**src/rtl/urgency_blinker.sv**
```systemverilog
// Multi-channel countdown blinker: shared urgency level from timer_value/max_time,
// per-channel OFF/SOLID/URGENCY/BURST indicators. BURST is built only with `BLINK_BURST_EN.
module urgency_blinker #(
  parameter int CH      = 4,
  parameter int TW      = 8,
  parameter int CW      = 16,
  parameter int SLOW    = 1000,
  parameter int MID     = 500,
  parameter int FAST    = 200,
  parameter int BURST_N = 3
) (
  input  logic              clk,
  input  logic              rst,
  input  logic              tick,
  input  logic [CH-1:0]     enable,
  input  logic [2*CH-1:0]   mode,
  input  logic [TW-1:0]     timer_value,
  input  logic [TW-1:0]     max_time,
  output logic [CH-1:0]     led,
  output logic [1:0]        level,
  output logic              expired,
  output logic [CH-1:0]     busy
);

  localparam logic [1:0] M_OFF   = 2'b00;
  localparam logic [1:0] M_SOLID = 2'b01;
`ifdef BLINK_BURST_EN
  localparam logic [1:0] M_BURST = 2'b11;
`endif

  logic [TW-1:0] rem;
  logic [TW-1:0] third;
  logic [TW:0]   third2;
  logic [1:0]    level_nxt;
  logic [CW-1:0] thr;

  // Remaining time saturates at zero so an overrun never wraps back to a slow level.
  always_comb begin
    rem    = (timer_value >= max_time) ? '0 : max_time - timer_value;
    third  = max_time / TW'(3);
    third2 = {third, 1'b0};
    if (max_time == '0 || rem == '0)
      level_nxt = 2'd3;
    else if (rem <= third)
      level_nxt = 2'd2;
    else if ({1'b0, rem} <= third2)
      level_nxt = 2'd1;
    else
      level_nxt = 2'd0;
  end

  always_comb begin
    case (level)
      2'd0:    thr = CW'(SLOW);
      2'd1:    thr = CW'(MID);
      default: thr = CW'(FAST);
    endcase
  end

  always_ff @(posedge clk or posedge rst) begin
    if (rst) begin
      level   <= 2'd0;
      expired <= 1'b0;
    end else begin
      level   <= level_nxt;
      expired <= (level_nxt == 2'd3) && (level != 2'd3);
    end
  end

  for (genvar i = 0; i < CH; i++) begin : g_ch
    logic [1:0]    md;
    logic [1:0]    prev_mode;
    logic          prev_en;
    logic          restart;
    logic          led_r;
    logic          hold;
    logic [CW-1:0] cnt;

    assign md      = mode[2*i +: 2];
    assign restart = enable[i] && (!prev_en || md != prev_mode);
    assign led[i]  = led_r;

`ifdef BLINK_BURST_EN
    localparam int FW = $clog2(2*BURST_N + 1);
    logic          busy_r;
    logic [FW-1:0] flash;
    assign busy[i] = busy_r;
`else
    assign busy[i] = 1'b0;
`endif

    always_ff @(posedge clk or posedge rst) begin
      if (rst) begin
        cnt       <= '0;
        led_r     <= 1'b0;
        hold      <= 1'b0;
        prev_en   <= 1'b0;
        prev_mode <= 2'b00;
`ifdef BLINK_BURST_EN
        busy_r    <= 1'b0;
        flash     <= '0;
`endif
      end else begin
        prev_en   <= enable[i];
        prev_mode <= md;
        if (!enable[i]) begin
          cnt   <= '0;
          led_r <= 1'b0;
          hold  <= 1'b0;
`ifdef BLINK_BURST_EN
          busy_r <= 1'b0;
          flash  <= '0;
`endif
        end else if (restart) begin
          // A restart swallows any tick in the same cycle.
          cnt   <= '0;
          led_r <= 1'b0;
          hold  <= 1'b0;
`ifdef BLINK_BURST_EN
          busy_r <= (md == M_BURST);
          flash  <= '0;
`endif
        end else begin
          case (md)
            M_OFF: begin
              led_r <= 1'b0;
              cnt   <= '0;
              hold  <= 1'b0;
            end
            M_SOLID: begin
              led_r <= 1'b1;
              cnt   <= '0;
              hold  <= 1'b0;
            end
`ifdef BLINK_BURST_EN
            M_BURST: begin
              hold <= 1'b0;
              if (!busy_r) begin
                led_r <= 1'b0;
                cnt   <= '0;
              end else if (tick) begin
                if (cnt >= CW'(FAST)) begin
                  cnt   <= '0;
                  flash <= flash + 1'b1;
                  if (flash == FW'(2*BURST_N - 1)) begin
                    busy_r <= 1'b0;
                    led_r  <= 1'b0;
                  end else begin
                    led_r <= ~led_r;
                  end
                end else begin
                  cnt <= cnt + 1'b1;
                end
              end
            end
`endif
            default: begin
              // hold marks a solid-expired period so blinking resumes from dark.
              if (level == 2'd3) begin
                led_r <= 1'b1;
                cnt   <= '0;
                hold  <= 1'b1;
              end else if (hold) begin
                led_r <= 1'b0;
                cnt   <= '0;
                hold  <= 1'b0;
              end else if (tick) begin
                if (cnt >= thr) begin
                  cnt   <= '0;
                  led_r <= ~led_r;
                end else begin
                  cnt <= cnt + 1'b1;
                end
              end
            end
          endcase
        end
      end
    end
  end

endmodule

```
**config.mk**
```make
export PLATFORM = sky130hd
export DESIGN_NAME = urgency_blinker
export DESIGN_NICKNAME = d
export VERILOG_FILES = /design/src/rtl/urgency_blinker.sv
export SDC_FILE = /design/constraint.sdc
export NUM_CORES = 1
export LEC_CHECK = 0
export ABC_AREA = 1
export CAP_MARGIN = 30
export CORE_MARGIN = 2
export CORE_UTILIZATION = 30
export DETAILED_ROUTE_END_ITERATION = 10
export GPL_TIMING_DRIVEN = 0
export SETUP_SLACK_MARGIN = 0.2
export SYNTH_ARGS = -nofsm -noshare
export SYNTH_HDL_FRONTEND = slang
export SYNTH_SLANG_ARGS = --single-unit
```
**constraint.sdc**
```tcl
create_clock -name clk -period 7.85 [get_ports clk]
set_input_delay 0.785 -clock clk [delete_from_list [all_inputs] [get_ports clk]]
set_output_delay 0.785 -clock clk [all_outputs]
set_load 0.02 [all_outputs]
```
# ---- After elaboration in Yosys (flattened, before gate mapping)
# Cells that the tools add are included.
dict set report word_totals {
  output_inout_bits 11
  word_cells 166
  input_bits 31
  regBits 87
}
dict set report op_classes {
  bitwise 4
  order_cmp 7
  reduce_logical 29
  eq_ne 24
  n_addsub 5
  muxes 74
  n_div 1
}
# operator n
set ops {}
lappend ops {{16-bit two-way mux} 28}
lappend ops {{16-bit by 1-bit adder with 16-bit output, second input constant} 4}
lappend ops {{16-bit >= comparator} 4}
lappend ops {{1-bit two-way mux} 38}
lappend ops {{7-bit by 1-bit != test with 1-bit output, second input constant} 4}
lappend ops {{7-bit by 2-bit != test with 1-bit output, second input constant} 4}
lappend ops {{6-bit by 3-bit != test with 1-bit output, second input constant} 4}
lappend ops {{10-bit one-hot mux with 2 select lines} 1}
lappend ops {{8-bit logical NOT} 2}
lappend ops {{2-bit by 1-bit equality test with 1-bit output, second input constant} 5}
lappend ops {{2-bit logical NOT} 5}
lappend ops {{8-bit by 9-bit <= comparator with 1-bit output} 1}
lappend ops {{8-bit by 2-bit divider with 8-bit output, second input constant} 1}
lappend ops {{8-bit >= comparator} 1}
lappend ops {{8-bit <= comparator} 1}
lappend ops {{8-bit two-way mux} 1}
lappend ops {{2-bit != test} 4}
lappend ops {{1-bit one-hot mux with 2 select lines} 4}
lappend ops {{2-bit AND reduction} 4}
lappend ops {{2-bit OR reduction} 4}
lappend ops {{8-bit subtractor} 1}
lappend ops {{1-bit logical AND} 5}
lappend ops {{1-bit logical OR} 5}
lappend ops {{2-bit equality test, second input constant} 2}
lappend ops {{4 further kinds} 11}

# ---- Logic depth before layout (Yosys ltp)
dict set report logic_depth {
  depth_word 10
  depth_mapped 27
}

# ---- Least setup slack after synthesis
# No wires, ideal clock.
dict set report synth_path {
  path_type {input port to flip-flop}
  from {input max_time[6]}
  to {register level[1]}
  path_slack_ns 4.705
  arrival_ns 3.013
  t_required_ns 7.718
  stages 25
  path_cell_list {inv_1 -> nand3_1 -> nand2_2 -> nand2_2 -> nand2_1 -> nand2_1 -> nand3_1 -> nand2_1 -> o21bai_1 -> nand2_1 -> inv_1 -> ha_1 -> nor2_1 -> nand3_1 -> nor2_1 -> nor2_1 -> ha_1 -> inv_1 -> a21oi_1 -> o21ai_0 -> nand3_1 -> a21boi_0 -> o22ai_1 -> o21ai_0 -> nand3_1}
}
dict set report synth_between {
  elab_chain_len 5
  word_cells_on_any_way 10
  classes_between {add/sub (1); div (1); order compare (2); mux (3); reduce/logical (3)}
}
# element line
set synth_rtl {}
lappend synth_rtl {{start, declared} 18} ;# input logic [TW-1:0] max_time,
lappend synth_rtl {{parallel branches: the longest is 4 deep, another holds 8-bit by 2-bit divider with 8-bit output} -}
lappend synth_rtl {{2-bit two-way mux *} 42} ;# if (max_time == '0 || rem == '0)
lappend synth_rtl {{net level_nxt[1]} 34} ;# logic [1:0] level_nxt;
lappend synth_rtl {{end signal, assigned} 65} ;# level <= level_nxt;
lappend synth_rtl {{end, declared} 20} ;# output logic [1:0] level,
# Mark *: on every way through the listed nets, which the timed path passes.
# A chain may end at the register's enable or synchronous reset.

# ---- Final worst setup path
dict set report layout_path {
  from {input max_time[5]}
  to {register level[0]}
}
dict set report layout_between {
  elab_chain_len 6
  word_cells_on_any_way 12
  classes_between {add/sub (1); div (1); order compare (3); mux (4); reduce/logical (3)}
}
# element line
set layout_rtl {}
lappend layout_rtl {{parallel branches: the longest is 5 deep, another holds 8-bit by 9-bit <= comparator with 1-bit output} -}
lappend layout_rtl {{2-bit two-way mux *} 42}
lappend layout_rtl {{net level_nxt[0]} 34}
# Marked as above.

==> metrics <==
status complete, no violations; DRC Markers 0; Root Buffer clkbuf_16; crit path DAT 4050 ps; commonest cells after routing, fill and taps aside 133 x nand2_1, 117 x inv_1, 87 x dfrtp_1; Worst Path Buf+Inv 4; vias per inst 4.55; commonest non-fill, non-tap cell in the layout nand2_1; post-route ant nets 0; most numerous cell on the critical path nand2_1; clock latency on the worst-skew pair 350 ps; Layout area overhead 17.8%; syn_area_per_cell 7.78 um2; GRT Util Overall 13.0%; Vias 4847; logic gate share of total power 23.8%; Final setup viols 0; final hold vios 0; CP Launch Type input port; CP max stage delay 630 ps; post-layout utilization of the core 36.3%; Fill cells 2045; Clock power frac 36.7%; Longest Clk Path Bufs 2; Achievable Freq 262 MHz; die height 143 um; cells after synthesis 748; total power 0.00118 W; row count 50; I/O pin total 42; first-pass iteration count of the detailed router 4; clock slew at reported path FFs 60 ps; WHS 496 ps; ANT cells 0; first-pass GRT wire length 21600 um; CTS Hold Bufs 0; remaining global-route overflow 0; CP Max Fanout 7; die area 0.0205 mm2; DP Area 0.00656 mm2; Unique masters post-synth 46; asr flop ratio synth 100%; Max Cap Viol 0; post-DR wirelength/cell 11.4 um; Yosys reg bits 87; peak supply drop 0.102 mV; critical path's slowest cell clkdlybuf4s50_1; nets 887; clk sinks 87; clock skew 8.69 ps; Slew @ Worst Pin 757 ps; delay-heaviest family, CP simple AND/OR/NAND/NOR gates; Tcrit/Tclk final 48.7%; Psw 0.000365 W; CP Capture Type flop; Starting Density 30.8%; sequential share of power 39.5%; static leakage 3.18 nW; core area 0.0189 mm2; max-slew violations 0; sequential area share after synthesis 37.4%; die width 143 um; Top FF cell, synth dfrtp_1; CP Data Required Time 8080 ps; pwr dens 173 mW/mm2; setup TNS 0 ps; DRT Wirelength 12200 um; total CTS buffers 9; Resize count post-CTS 0; initial antenna violation count 0; Cell Area, Synth 0.00582 mm2; layout cells sized above 1 8.70%; RSZ-0062 raised after global routing no; drt initial violations 162; Internal 0.000818 W; H-tree depth 3; DP HPWL 9240 um; EDFF count, synth 0; Yosys warning count 0; relative slew slack 49.4%; Crit Path Category input port to flop; pin count of the biggest net entering global routing 53; CTS tree yes; Post-CTS Setup Inserts 0; Net Sw Frac 30.9%; gpl congestion 0.795; port buffer count 37; vias in the first global route 4838; fin area 0.00685 mm2; Hold Path Class flop to flop; fin crit period 3820 ps
[logic make-up (layout without fill, tap and decap cells)]
| logic type | after synthesis | in the layout | synth area share, % |
|---|---|---|---|
| AND/OR/NAND/NOR | 336 | 336 | 26.9 |
| other | 1 | 4 | 0.0645 |
| multiplexers | 2 | 2 | 0.344 |
| adder cells (fa/ha/maj) | 56 | 56 | 12.2 |
| flip-flops | 87 | 87 | 37.4 |
| XOR/XNOR | 22 | 22 | 3.31 |
| buffers and inverters | 139 | 193 | 9.68 |
| AO/OA/AOI/OAI | 105 | 105 | 10.1 |
[area by class of cell]
cell class	instances	area [um2]	area share [%]
inverter	126	477	6.96
clock buffer	10	239	3.49
tap	260	325	4.75
timing repair buffer	38	398	5.81
clock inverter	6	60.1	0.876
multi-input combinational	525	3090	45.1
sequential	87	2180	31.8
buffer	13	88.8	1.30
[final timing paths]
kind / cells after the start / endpoint / from / slack [ps]
worst max-delay path: 25 / level[0] / max_time[5] / 4030
worst min-delay path: 2 / g_ch[0].cnt[15] / g_ch[0].cnt[15] / 500
worst max register to register: 10 / g_ch[0].cnt[6] / level[1] / 5150
worst min register to register: 2 / g_ch[0].cnt[15] / g_ch[0].cnt[15] / 500
max in group asynchronous: 3 / g_ch[1].cnt[12] / rst / 6380
min in group asynchronous: 2 / g_ch[2].cnt[1] / rst / 840
[state kept, by name, summed over array words and instances (netlist names)]
register        count
g_ch.led_r          4
expired             1
g_ch.hold           4
g_ch.prev_mode      8
level               2
g_ch.prev_en        4
g_ch.cnt           64
[worst register-to-register path: cells and delay by family, from the launching register on]
kind / cells / cell delay [ps]
flip-flops: 1 / 440
buffers and inverters: 3 / 430
adder cells (fa/ha/maj): 1 / 330
AND/OR/NAND/NOR: 2 / 880
AO/OA/AOI/OAI: 4 / 560
[per-layer routing]
layer  GRT usage [%]  vias to the layer above  share of wire [%]
met5               0                        -                  0
met4            2.68                        0               0.98
met3            3.42                       11                4.1
met2            22.7                       73                 47
met1            16.3                     2233                 48
li1                -                     2530                  -
[Yosys cell counts, types with 7 or more instances]
cell	number	area [um2]
nand4_1	13	81.3
o21ai_1	8	40.0
nor3_1	11	55.1
a21oi_1	32	160
o21ai_0	37	185
xor2_1	12	105
dfrtp_1	87	2180
ha_1	55	688
nand2_2	9	56.3
nor3_2	7	70.1
xnor2_1	10	87.6
nand3_1	53	265
buf_4	8	60.1
inv_1	118	443
nand2_1	133	499
nor2_1	79	297
[through the flow]
stage	std cells	worst slack [ps]
global route	1065	3570
CTS	1065	4030
finish	1065	4030
detailed placement	1049	3670
global placement	1048	3240
floorplan	751	4710
[power groups by stage]
stage / logic, W / registers, W / clock network (W)
after floorplan: 0.000182 / 0.000481 / 0
after global placement: 0.000281 / 0.000476 / 0
after detailed placement: 0.000288 / 0.000476 / 0
after CTS: 0.000289 / 0.000468 / 0.000445
after global routing: 0.000331 / 0.000469 / 0.000461
final: 0.000282 / 0.000467 / 0.000434
(Power assumes the default switching activity.)
